<file path="src/rtl/addsub_serial.sv">
// addsub_serial: multi-cycle digit-serial add/subtract unit.
//
// Works through the operands CHUNK bits per clock, least-significant chunk first.
// It uses a start/busy/done handshake and produces ALU-style status flags.
//
// Parameters
//   WIDTH  operand/result width (>= 2)
//   CHUNK  bits processed per cycle; must divide WIDTH
//
// Ports
//   clk        rising-edge clock
//   reset      synchronous, active-high reset
//   start      request; accepted only in idle or done state
//   op         00 add, 01 sub, 10 inc (a+1), 11 dec (a-1)
//   a, b       operands, latched on accept (b ignored for inc/dec)
//   busy       operation in progress
//   done       one-cycle pulse, result valid
//   sum        result, held until the next accepted start
//   carry_out  carry out of the MSB (sub/dec: 1 = no borrow)
//   overflow   signed two's-complement overflow
//   zero       sum == 0
//   neg        sum[WIDTH-1]
//
// Optional build macro
//   ADDSUB_SATURATE_EN  saturate sum to the signed limit on overflow

module addsub_serial #(
  parameter int unsigned WIDTH = 16,
  parameter int unsigned CHUNK = 4
) (
  input  logic             clk,
  input  logic             reset,
  input  logic             start,
  input  logic [1:0]       op,
  input  logic [WIDTH-1:0] a,
  input  logic [WIDTH-1:0] b,
  output logic             busy,
  output logic             done,
  output logic [WIDTH-1:0] sum,
  output logic             carry_out,
  output logic             overflow,
  output logic             zero,
  output logic             neg
);

  localparam int unsigned NChunk = WIDTH / CHUNK;
  localparam int unsigned IdxW   = (NChunk > 1) ? $clog2(NChunk) : 1;
  localparam logic [IdxW-1:0] LastIdx = IdxW'(NChunk - 1);

  if (WIDTH < 2 || (WIDTH % CHUNK) != 0) begin : g_bad_param
    $error("addsub_serial: WIDTH must be >= 2 and a multiple of CHUNK");
  end

  typedef enum logic [1:0] {StIdle, StRun, StDone} state_e;

  state_e             state_q, state_d;
  logic [WIDTH-1:0]   a_q, a_d;
  logic [WIDTH-1:0]   b_q, b_d;      // effective B operand
  logic               carry_q, carry_d;
  logic [IdxW-1:0]    idx_q, idx_d;
  logic [WIDTH-1:0]   res_q, res_d;  // working result, separate from the held output
  logic [WIDTH-1:0]   sum_q, sum_d;
  logic               cout_q, cout_d;
  logic               ovf_q, ovf_d;
  logic               zero_q, zero_d;
  logic               neg_q, neg_d;

  logic [31:0]        base;
  logic [CHUNK-1:0]   a_sl, b_sl;
  logic [CHUNK:0]     sl_sum;
  logic               ovf_w;
  logic [WIDTH-1:0]   fin_sum;

  always_comb begin
    state_d = state_q;
    a_d     = a_q;
    b_d     = b_q;
    carry_d = carry_q;
    idx_d   = idx_q;
    res_d   = res_q;
    sum_d   = sum_q;
    cout_d  = cout_q;
    ovf_d   = ovf_q;
    zero_d  = zero_q;
    neg_d   = neg_q;

    base    = 32'(idx_q) * CHUNK;
    a_sl    = a_q[base +: CHUNK];
    b_sl    = b_q[base +: CHUNK];
    sl_sum  = {1'b0, a_sl} + {1'b0, b_sl} + (CHUNK + 1)'(carry_q);
    res_d[base +: CHUNK] = sl_sum[CHUNK-1:0];

    // Same-signed operands giving a differently-signed result is equivalent
    // to carry-into-MSB xor carry-out-of-MSB.
    ovf_w   = (a_q[WIDTH-1] == b_q[WIDTH-1]) && (res_d[WIDTH-1] != a_q[WIDTH-1]);
`ifdef ADDSUB_SATURATE_EN
    // Overflow direction follows the common operand sign.
    fin_sum = ovf_w ? {a_q[WIDTH-1], {(WIDTH-1){~a_q[WIDTH-1]}}} : res_d;
`else
    fin_sum = res_d;
`endif

    unique case (state_q)
      StIdle, StDone: begin
        if (start) begin
          a_d     = a;
          idx_d   = '0;
          carry_d = (op == 2'b01) || (op == 2'b10);
          unique case (op)
            2'b00:   b_d = b;
            2'b01:   b_d = ~b;
            2'b10:   b_d = '0;
            default: b_d = '1;
          endcase
          state_d = StRun;
        end else begin
          state_d = StIdle;
        end
      end
      StRun: begin
        carry_d = sl_sum[CHUNK];
        idx_d   = idx_q + 1'b1;
        if (idx_q == LastIdx) begin
          state_d = StDone;
          sum_d   = fin_sum;
          cout_d  = sl_sum[CHUNK];
          ovf_d   = ovf_w;
          zero_d  = (fin_sum == '0);
          neg_d   = fin_sum[WIDTH-1];
        end
      end
      default: state_d = StIdle;
    endcase
  end

  always_ff @(posedge clk) begin
    if (reset) begin
      state_q <= StIdle;
      a_q     <= '0;
      b_q     <= '0;
      carry_q <= 1'b0;
      idx_q   <= '0;
      res_q   <= '0;
      sum_q   <= '0;
      cout_q  <= 1'b0;
      ovf_q   <= 1'b0;
      zero_q  <= 1'b0;
      neg_q   <= 1'b0;
    end else begin
      state_q <= state_d;
      a_q     <= a_d;
      b_q     <= b_d;
      carry_q <= carry_d;
      idx_q   <= idx_d;
      res_q   <= res_d;
      sum_q   <= sum_d;
      cout_q  <= cout_d;
      ovf_q   <= ovf_d;
      zero_q  <= zero_d;
      neg_q   <= neg_d;
    end
  end

  assign busy      = (state_q == StRun);
  assign done      = (state_q == StDone);
  assign sum       = sum_q;
  assign carry_out = cout_q;
  assign overflow  = ovf_q;
  assign zero      = zero_q;
  assign neg       = neg_q;

endmodule

</file>
<file path="config.mk">
export PLATFORM = sky130hd
export DESIGN_NAME = addsub_serial
export DESIGN_NICKNAME = d
export VERILOG_FILES = /design/src/rtl/addsub_serial.sv
export SDC_FILE = /design/constraint.sdc
export NUM_CORES = 1
export LEC_CHECK = 0
export CAP_MARGIN = 30
export CORE_UTILIZATION = 40
export DETAILED_ROUTE_END_ITERATION = 10
export SETUP_SLACK_MARGIN = 0.02
export SKIP_CTS_REPAIR_TIMING = 1
export SLEW_MARGIN = 40
export SYNTH_ARGS = -nofsm -noshare
export SYNTH_HDL_FRONTEND = slang
export SYNTH_SLANG_ARGS = --single-unit
</file>
<file path="constraint.sdc">
create_clock -name clk -period 4.1 [get_ports clk]
set_clock_uncertainty 0.15 [all_clocks]
set_input_delay 0.82 -clock clk [delete_from_list [all_inputs] [get_ports clk]]
set_output_delay 0.82 -clock clk [all_outputs]
set_load 0.03 [all_outputs]
</file>
==> out/qor.txt, run 1 <==
Outcome -> completed
Crit-path cells -> buf_4 > mux4_2 > ha_1 > a21o_1 > a21oi_1 > xnor2_1 > a31oi_1 > a211oi_1
Yosys top cell by area -> dfxtp_1
Sink Count -> 72
Seq/Total Area, Yosys -> 0.428
DP Area -> 3970 um^2
Port buffer count -> 58
Worst r2r dst -> sum[7]
Htree depth -> 3
Starting DRT DRC Count -> 120
Crit share post-route -> 0.821
Die width -> 93.7 um
Largest net degree at the start of global routing -> 43
Final Hold Violating Endpoints -> 0
Share of cells above drive strength 1 -> 0.123
N_diodes -> 0
Vias/cell -> 5.19
Post-synth EDFFs -> 0
Top-count cell post-synth -> dfxtp_1
Layout area overhead -> 23.4%
CTS root buf -> clkbuf_8
Area share of the largest cell type after synthesis -> 0.428
Syn nets -> 423
Final setup viols -> 0
Reg2Reg Depth -> 8
Clock slew at reported path FFs -> 0.07 ns
Clock Tree Buf Depth -> 2
Top-level I/O count -> 59
RD Place Congestion -> 0.851
Post-DP HPWL -> 5390 um
Finished Core Util -> 0.508
Worst setup SP type -> flop
RSZ-0062 raised after global routing -> false
Initial core utilization -> 0.412
Die H -> 93.7 um
Dominant cells by area after synthesis -> dfxtp_1, nor2_1, mux2_2, mux4_2, a21oi_1
CTS Buf Count -> 9
Ys Warns -> 0
Post-synthesis cell area -> 3370 um^2
CP required -> 4.20 ns
Async S/R FF share, synth -> 0
Min Tclk post-route -> 3.36 ns
Hold path depth -> 2
Cell family with most CP delay -> flip-flops
Initial antenna violation count -> 0
Row count -> 33
NumNets Final -> 469
CTS tree -> done
CP bufs+invs -> 1
TritonRoute pass-1 iters -> 4
Gate Count Post-Synth -> 372
Final hold slack -> 0.305 ns
Yosys reg bits -> 72
Filler cells -> 796
Leakage -> 1.55 nW
Vias in the first global route -> 2560
GRT Resource Usage Total -> 0.186
FF-to-FF setup slack -> 0.74 ns
Core area -> 8180 um^2
Finished Cell Area -> 4150 um^2
Slowest CP cell -> dfxtp_1
Synth top cells by count -> dfxtp_1, nor2_1, nand2_1
Critical path type -> reg2reg
Total congestion overflow -> 0
Hold path start -> a_q[1]
Max FO, Critical Path -> 14
Slowest stage delay, CP -> 0.77 ns
Clk_lat worst skew -> 0.34 ns
Die area -> 8790 um^2
Syn Area/Cell -> 9.05 um^2
Inst Count DP -> 512
Hold Path Sink -> a_q[1]
Worst R2R Start -> idx_q[0]
Nature of the critical path endpoint -> flop
ANT nets after route -> 0
Wire length per cell -> 14.1 um
WL final -> 7420 um
First-pass GRT wire length -> 12600 um
Max Cap Viol -> 0
Slew headroom -> 0.497
CP arrival -> 3.47 ns
Setup tns final -> 0 ns
Hold crit path type -> reg2reg
Max-slew violation count -> 0
Fmax -> 297 MHz
Total number of vias -> 2737
Primary FF master, synth -> dfxtp_1
Cell variety after synth -> 41
DRC Markers -> 0
Cell area power density -> 370 nW/um^2
Tightest Pin Transition -> 0.749 ns
Finished Layout Cells -> 527
Peak supply drop -> 0.181 mV
[sequential cells by signal, summed over array words and instances, names as in the netlist]
register	cells
overflow	1
res_q	16
sum	16
carry_q	1
b_q	16
idx_q	2
zero	1
state_q	2
a_q	16
carry_out	1
[logic make-up (layout without fill, tap and decap cells)]
kind of cell	count (synthesis)	after routing	synth area share
AO/OA/AOI/OAI	82	82	0.154
XOR/XNOR	2	2	0.00521
adder cells (fa/ha/maj)	14	14	0.0565
buffers and inverters	37	87	0.0528
flip-flops	72	72	0.428
multiplexers	25	25	0.110
AND/OR/NAND/NOR	140	140	0.193
[worst max path at each step]
stage	startpoint	to	slack, ns	cells after the start
6_report	idx_q[0]	sum[7]	0.74	8
5_1_grt	idx_q[0]	sum[7]	0.50	8
4_1_cts	idx_q[0]	sum[7]	0.73	8
3_5_place_dp	idx_q[0]	sum[7]	0.73	8
3_3_place_gp	idx_q[0]	sum[7]	0.84	8
2_1_floorplan	idx_q[0]	zero	1.15	9
[metal layers]
layer  part of all wire  GRT usage  routed length, um  vias to the layer above
li1                   -          -                  -                     1381
met1               0.50      0.255               3710                     1285
met2               0.45      0.293               3350                       61
met3              0.035     0.0340                260                       10
met4              0.014     0.0692                105                        0
met5                  0          0                  0                        -
[power by group]
part	internal [mW]	total [mW]	switching, mW
registers	0.731	0.755	0.0240
logic	0.116	0.242	0.126
clock network	0.291	0.540	0.248
[cell usage in the layout, fill, tap and decap left out, types with 4 or more instances in the layout]
master,synthesis,routed
buf_4,3,4
a21oi_1,32,32
nor2b_1,16,15
nand2b_1,7,7
dfxtp_1,72,72
a211oi_1,17,17
nor3_1,5,5
clkbuf_8,0,10
ha_1,12,12
nor2_1,54,54
mux2_2,16,16
inv_1,9,9
o22ai_1,17,17
clkdlybuf4s50_1,0,57
a22oi_1,5,5
mux4_2,8,8
nand2_1,42,42
[metrics by stage]
stage / setup WS, ns / power [mW]
2_1_floorplan: 1.15 / 0.929
3_3_place_gp: 0.844 / 1.01
3_5_place_dp: 0.730 / 1.01
4_1_cts: 0.726 / 1.55
5_1_grt: 0.495 / 1.61
6_report: 0.735 / 1.54
[final cells by class]
class | count | area (um^2) | share of cell area
Multi-Input combinational cell | 263 | 1750 | 0.422
Sequential cell | 72 | 1440 | 0.347
Inverter | 10 | 37.5 | 0.00904
Clock inverter | 4 | 45.0 | 0.0108
Clock buffer | 11 | 141 | 0.0340
Timing Repair Buffer | 62 | 606 | 0.146
Tap cell | 105 | 131 | 0.0316
[worst register-to-register path, cell delays in order, from the launching register on]
cell,delay (ns)
dfxtp_1,0.77
buf_4,0.29
mux4_2,0.53
ha_1,0.29
a21o_1,0.10
a21oi_1,0.07
xnor2_1,0.60
a31oi_1,0.21
a211oi_1,0.25
Note: power is estimated with default switching activity, not from simulation.
==> run 2, diff against run 1 <==
--- a/config.mk
+++ b/config.mk
@@ -8,6 +8,7 @@
 export CAP_MARGIN = 30
 export CORE_UTILIZATION = 40
 export DETAILED_ROUTE_END_ITERATION = 10
+export PLACE_DENSITY = 0.66
 export SETUP_SLACK_MARGIN = 0.02
 export SKIP_CTS_REPAIR_TIMING = 1
 export SLEW_MARGIN = 40
==> constraint.sdc (replaced) <==
create_clock -name clk -period 2.95 [get_ports clk]
set_clock_uncertainty 0.15 [all_clocks]
set_input_delay 0.59 -clock clk [delete_from_list [all_inputs] [get_ports clk]]
set_output_delay 0.59 -clock clk [all_outputs]
set_load 0.03 [all_outputs]
==> run 2 against run 1 <==
Net effect:
- register-to-register slack lost 0.49 ns
- flip-flop and latch count is the same
- non-clock buffer count grew 6
- sequential share of layout area shrank 0.55 points
- critical path depth shrank 1
- sequential power grew 39%
- final cell count grew 1.3%
- worst hold slack gained 0.0014 ns
- clock power grew 45%
- total power grew 42%
- maximum frequency grew 24%
- global-route usage shrank 0.92 points
- critical endpoint is now sum[13]
- largest power group unchanged
==> out/qor.txt, run 2 (synthesis gave the netlist of run 1 again) <==
Hold crit path type -> reg2reg
TritonRoute pass-1 iters -> 4
Port buffer count -> 58
Clk_lat worst skew -> 0.35 ns
Max FO, Critical Path -> 6
Share of cells above drive strength 1 -> 0.140
Crit share post-route -> 0.918
Die H -> 93.7 um
M1 WL -> 3530 um
NumNets Final -> 475
Min Tclk post-route -> 2.71 ns
Initial core utilization -> 0.412
Final Hold Violating Endpoints -> 0
Clock Tree Buf Depth -> 2
ANT nets after route -> 0
Clock power share -> 0.359
Commonest non-fill, non-tap cell in the layout -> dfxtp_1
CP Launch Point -> idx_q[0]
CP arrival -> 2.83 ns
Peak supply drop -> 0.306 mV
Uppermost routed layer -> met4
Row count -> 33
Wire length per cell -> 13.7 um
Vias/cell -> 5.17
Nature of the critical path endpoint -> flop
Vias in the first global route -> 2538
FF-to-FF setup slack -> 0.24 ns
RSZ-0062 raised after global routing -> true
Cell area power density -> 516 nW/um^2
DRC Markers -> 0
Sink Count -> 72
Sw frac -> 0.256
Die width -> 93.7 um
Max Cap Viol -> 0
Final setup viols -> 0
First-pass GRT wire length -> 12100 um
Tightest Pin Transition -> 0.675 ns
CP required -> 3.07 ns
Die area -> 8790 um^2
Layout area overhead -> 25.5%
Clock slew at reported path FFs -> 0.07 ns
Htree depth -> 3
WL final -> 7310 um
Core area -> 8180 um^2
Sequential power share -> 0.480
Filler cells -> 763
Post-DP HPWL -> 5300 um
Total congestion overflow -> 0
Critical path capture point -> sum[13]
Worst R2R Start -> idx_q[0]
Max-slew violation count -> 0
Leakage -> 1.59 nW
Hold path depth -> 2
CTS root buf -> clkbuf_8
CTS Buf Count -> 9
Fmax -> 369 MHz
Commonest non-fill, non-tap cells in the layout -> dfxtp_1, clkdlybuf4s50_1, nor2_1, nand2_1, a21oi_1
WL met2 -> 3390 um
Worst setup SP type -> flop
Critical path type -> reg2reg
Starting DRT DRC Count -> 129
Outcome -> completed
Finished Core Util -> 0.517
Met3 routed WL -> 306 um
Slew headroom -> 0.550
Worst r2r dst -> sum[13]
N_diodes -> 0
Reg2Reg Depth -> 7
Logic pwr share -> 0.161
Top-level I/O count -> 59
GRT Resource Usage Total -> 0.177
CTS tree -> done
Switch Pwr -> 0.557 mW
Setup tns final -> 0 ns
Power Internal -> 1.62 mW
RD Place Congestion -> 0.855
Largest net degree at the start of global routing -> 41
Initial antenna violation count -> 0
Total number of vias -> 2762
==> run 2: changes by cell type in the layout (fill, tap and decap cells not counted), sizes merged <==
cell | before | now
buf | 5 | 11
clkbuf | 11 | 13
clkinv | 3 | 2
==> run 2: power groups by stage <==
stage / Sequential [mW] / Clock [mW] / Combinational, mW
5_1_grt: 1.05 / 0.836 / 0.389
2_1_floorplan: 1.06 / 0 / 0.236
6_report: 1.05 / 0.782 / 0.351
3_3_place_gp: 1.07 / 0 / 0.338
4_1_cts: 1.04 / 0.795 / 0.347
3_5_place_dp: 1.07 / 0 / 0.345
==> run 2: per-stage QoR <==
step | area, um^2 | setup WS (ns) | cells | hold slack (ns) | power, mW
after global routing | 4220 | 0.0108 | 534 | 0.328 | 2.28
final | 4220 | 0.242 | 534 | 0.307 | 2.18
after global placement | 4010 | 0.204 | 518 | 0.295 | 1.41
after detailed placement | 4010 | 0.0929 | 518 | 0.299 | 1.41
after floorplan | 3370 | 0.0845 | 372 | 0.283 | 1.29
after CTS | 4210 | 0.0538 | 534 | 0.309 | 2.19
==> run 2: final cells by class <==
class	count	area, um^2	share of cell area
Tap cell	105	131	0.0311
Inverter	10	37.5	0.00889
Multi-Input combinational cell	263	1760	0.417
Clock buffer	13	159	0.0376
Sequential cell	72	1440	0.342
Timing Repair Buffer	68	651	0.154
Clock inverter	3	40.0	0.00948
==> run 2: worst min path at each step <==
| stage | from | endpoint | slack [ns] |
|---|---|---|---|
| after global placement | a_q[1] | a_q[1] | 0.30 |
| after global routing | a_q[6] | a_q[6] | 0.33 |
| after floorplan | a_q[10] | a_q[10] | 0.28 |
| after CTS | a_q[9] | a_q[9] | 0.31 |
| after detailed placement | a_q[9] | a_q[9] | 0.30 |
| final | a_q[9] | a_q[9] | 0.31 |
==> run 2: critical path: stages, from the launching register on <==
cell	delay (ns)
dfxtp_2	0.43
mux4_2	0.55
fa_1	0.42
inv_1	0.08
fa_1	0.44
inv_1	0.18
a22oi_1	0.14
a211oi_1	0.25
==> run 2: per-layer routing <==
layer  global-route usage  vias to the layer above
met3               0.0445                        9
met1                0.246                     1283
li1                     -                     1399
met5                    0                        -
met4               0.0538                        0
met2                0.270                       71
==> run 3, diff against run 2 <==
--- a/config.mk
+++ b/config.mk
@@ -6,6 +6,7 @@
 export NUM_CORES = 1
 export LEC_CHECK = 0
 export CAP_MARGIN = 30
+export CORE_ASPECT_RATIO = 2
 export CORE_UTILIZATION = 40
 export DETAILED_ROUTE_END_ITERATION = 10
 export PLACE_DENSITY = 0.66
==> run 3 against run 2 <==
Net effect:
- sequential share of layout area fell by 0.86 points
- utilization rose by 0.92 points
- die area rose by 0.25%
- critical endpoint is now zero
==> out/qor.txt, run 3 (synthesis gave the netlist of run 1 again) <==
Post-DP HPWL -> 6090 um
Total congestion overflow -> 0
Sink Count -> 72
Worst R2R Start -> idx_q[0]
Max FO, Critical Path -> 15
Hold path start -> a_q[5]
Critical path type -> reg2reg
Total power -> 2.40 mW
Vias/cell -> 5.28
Total number of vias -> 2778
DRC Markers -> 0
Htree depth -> 3
Leakage -> 1.63 nW
Share of cells above drive strength 1 -> 0.140
Final Hold Violating Endpoints -> 0
Crit share post-route -> 0.969
FF-to-FF setup slack -> 0.09 ns
Initial core utilization -> 0.409
Clk_lat worst skew -> 0.33 ns
WL final -> 7980 um
CP arrival -> 2.96 ns
Die H -> 132 um
Reg2Reg Depth -> 8
GRT Resource Usage Total -> 0.201
Logic pwr share -> 0.152
Sequential power share -> 0.436
CTS Buf Count -> 9
Outcome -> completed
Layout area overhead -> 28.6%
Row count -> 47
Cell area power density -> 555 nW/um^2
Clock Tree Buf Depth -> 2
Die area -> 8810 um^2
Setup ws final -> 0.0923 ns
CP required -> 3.06 ns
Max-slew violation count -> 0
RSZ-0062 raised after global routing -> true
Clock slew at reported path FFs -> 0.05 ns
Core area -> 8230 um^2
Fmax -> 350 MHz
Slew headroom -> 0.593
Power Internal -> 1.82 mW
Hold path depth -> 2
Initial antenna violation count -> 0
Inst Count DP -> 512
Wire length per cell -> 15.2 um
Largest net degree at the start of global routing -> 37
Nature of the critical path endpoint -> flop
First-pass GRT wire length -> 13100 um
Clock power share -> 0.412
ANT nets after route -> 0
NumNets Final -> 476
Max Cap Viol -> 0
Vias in the first global route -> 2817
Hold crit path type -> reg2reg
Sw frac -> 0.242
CTS tree -> done
Finished Cell Area -> 4330 um^2
Hold Path Sink -> a_q[5]
Tightest Pin Transition -> 0.611 ns
Min Tclk post-route -> 2.86 ns
Setup tns final -> 0 ns
Die width -> 66.9 um
Worst setup SP type -> flop
N_diodes -> 0
Peak supply drop -> 0.324 mV
RD Place Congestion -> 0.838
Finished Layout Cells -> 526
Switch Pwr -> 0.580 mW
Top-level I/O count -> 59
Commonest non-fill, non-tap cell in the layout -> dfxtp_1
Final setup viols -> 0
CTS root buf -> clkbuf_16
DP Area -> 4030 um^2
Worst r2r dst -> zero
Commonest non-fill, non-tap cells in the layout -> dfxtp_1, clkdlybuf4s50_1, nor2_1, nand2_1, a21oi_1
Starting DRT DRC Count -> 156
Post-place setup slack -> 0.0662 ns
TritonRoute pass-1 iters -> 6
Port buffer count -> 58
## run 3: metal layers
metal,vias up,part of all wire,GRT usage
li1,1403,-,-
met1,1277,0.35,0.191
met3,30,0.031,0.0486
met5,-,0,0
met4,0,0.057,0.137
met2,68,0.56,0.360
## run 3: area by class of cell
class / instances / area [um^2]
Inverter: 10 / 37.5
Fill cell: 802 / 3910
Timing Repair Buffer: 69 / 683
Tap cell: 98 / 123
Clock buffer: 14 / 274
Multi-Input combinational cell: 263 / 1770
Sequential cell: 72 / 1440
## run 3: power by group through the flow
| stage | registers (mW) | clock network [mW] | logic, mW |
|---|---|---|---|
| after floorplan | 1.06 | 0 | 0.236 |
| after CTS | 1.05 | 1.01 | 0.357 |
| after global routing | 1.05 | 1.06 | 0.393 |
| after global placement | 1.07 | 0 | 0.348 |
| final | 1.05 | 0.990 | 0.364 |
| after detailed placement | 1.07 | 0 | 0.355 |
## run 3: per-stage QoR
stage,hold WS [ns],utilization
finish,0.303,0.526
global placement,0.290,0.490
detailed placement,0.297,0.490
floorplan,0.283,-
CTS,0.303,0.523
global route,0.318,0.526
## run 3: worst max-delay path by stage
stage | from | endpoint | slack, ns | depth (start not counted)
floorplan | idx_q[0] | zero | 0.08 | 9
global placement | idx_q[0] | sum[7] | 0.13 | 8
detailed placement | idx_q[0] | sum[15] | 0.07 | 8
CTS | idx_q[0] | sum[7] | 0.04 | 8
global route | idx_q[0] | sum[15] | 0.009 | 8
finish | idx_q[0] | zero | 0.09 | 8
## run 3: critical path, cell delays in order, from the launching register on
cell and delay [ns]:
dfxtp_1 0.37, buf_12 0.17, mux4_2 0.53, fa_1 0.52
nor2b_2 0.20, a31oi_2 0.24, and3_1 0.22, nand4_1 0.13
o31ai_2 0.24
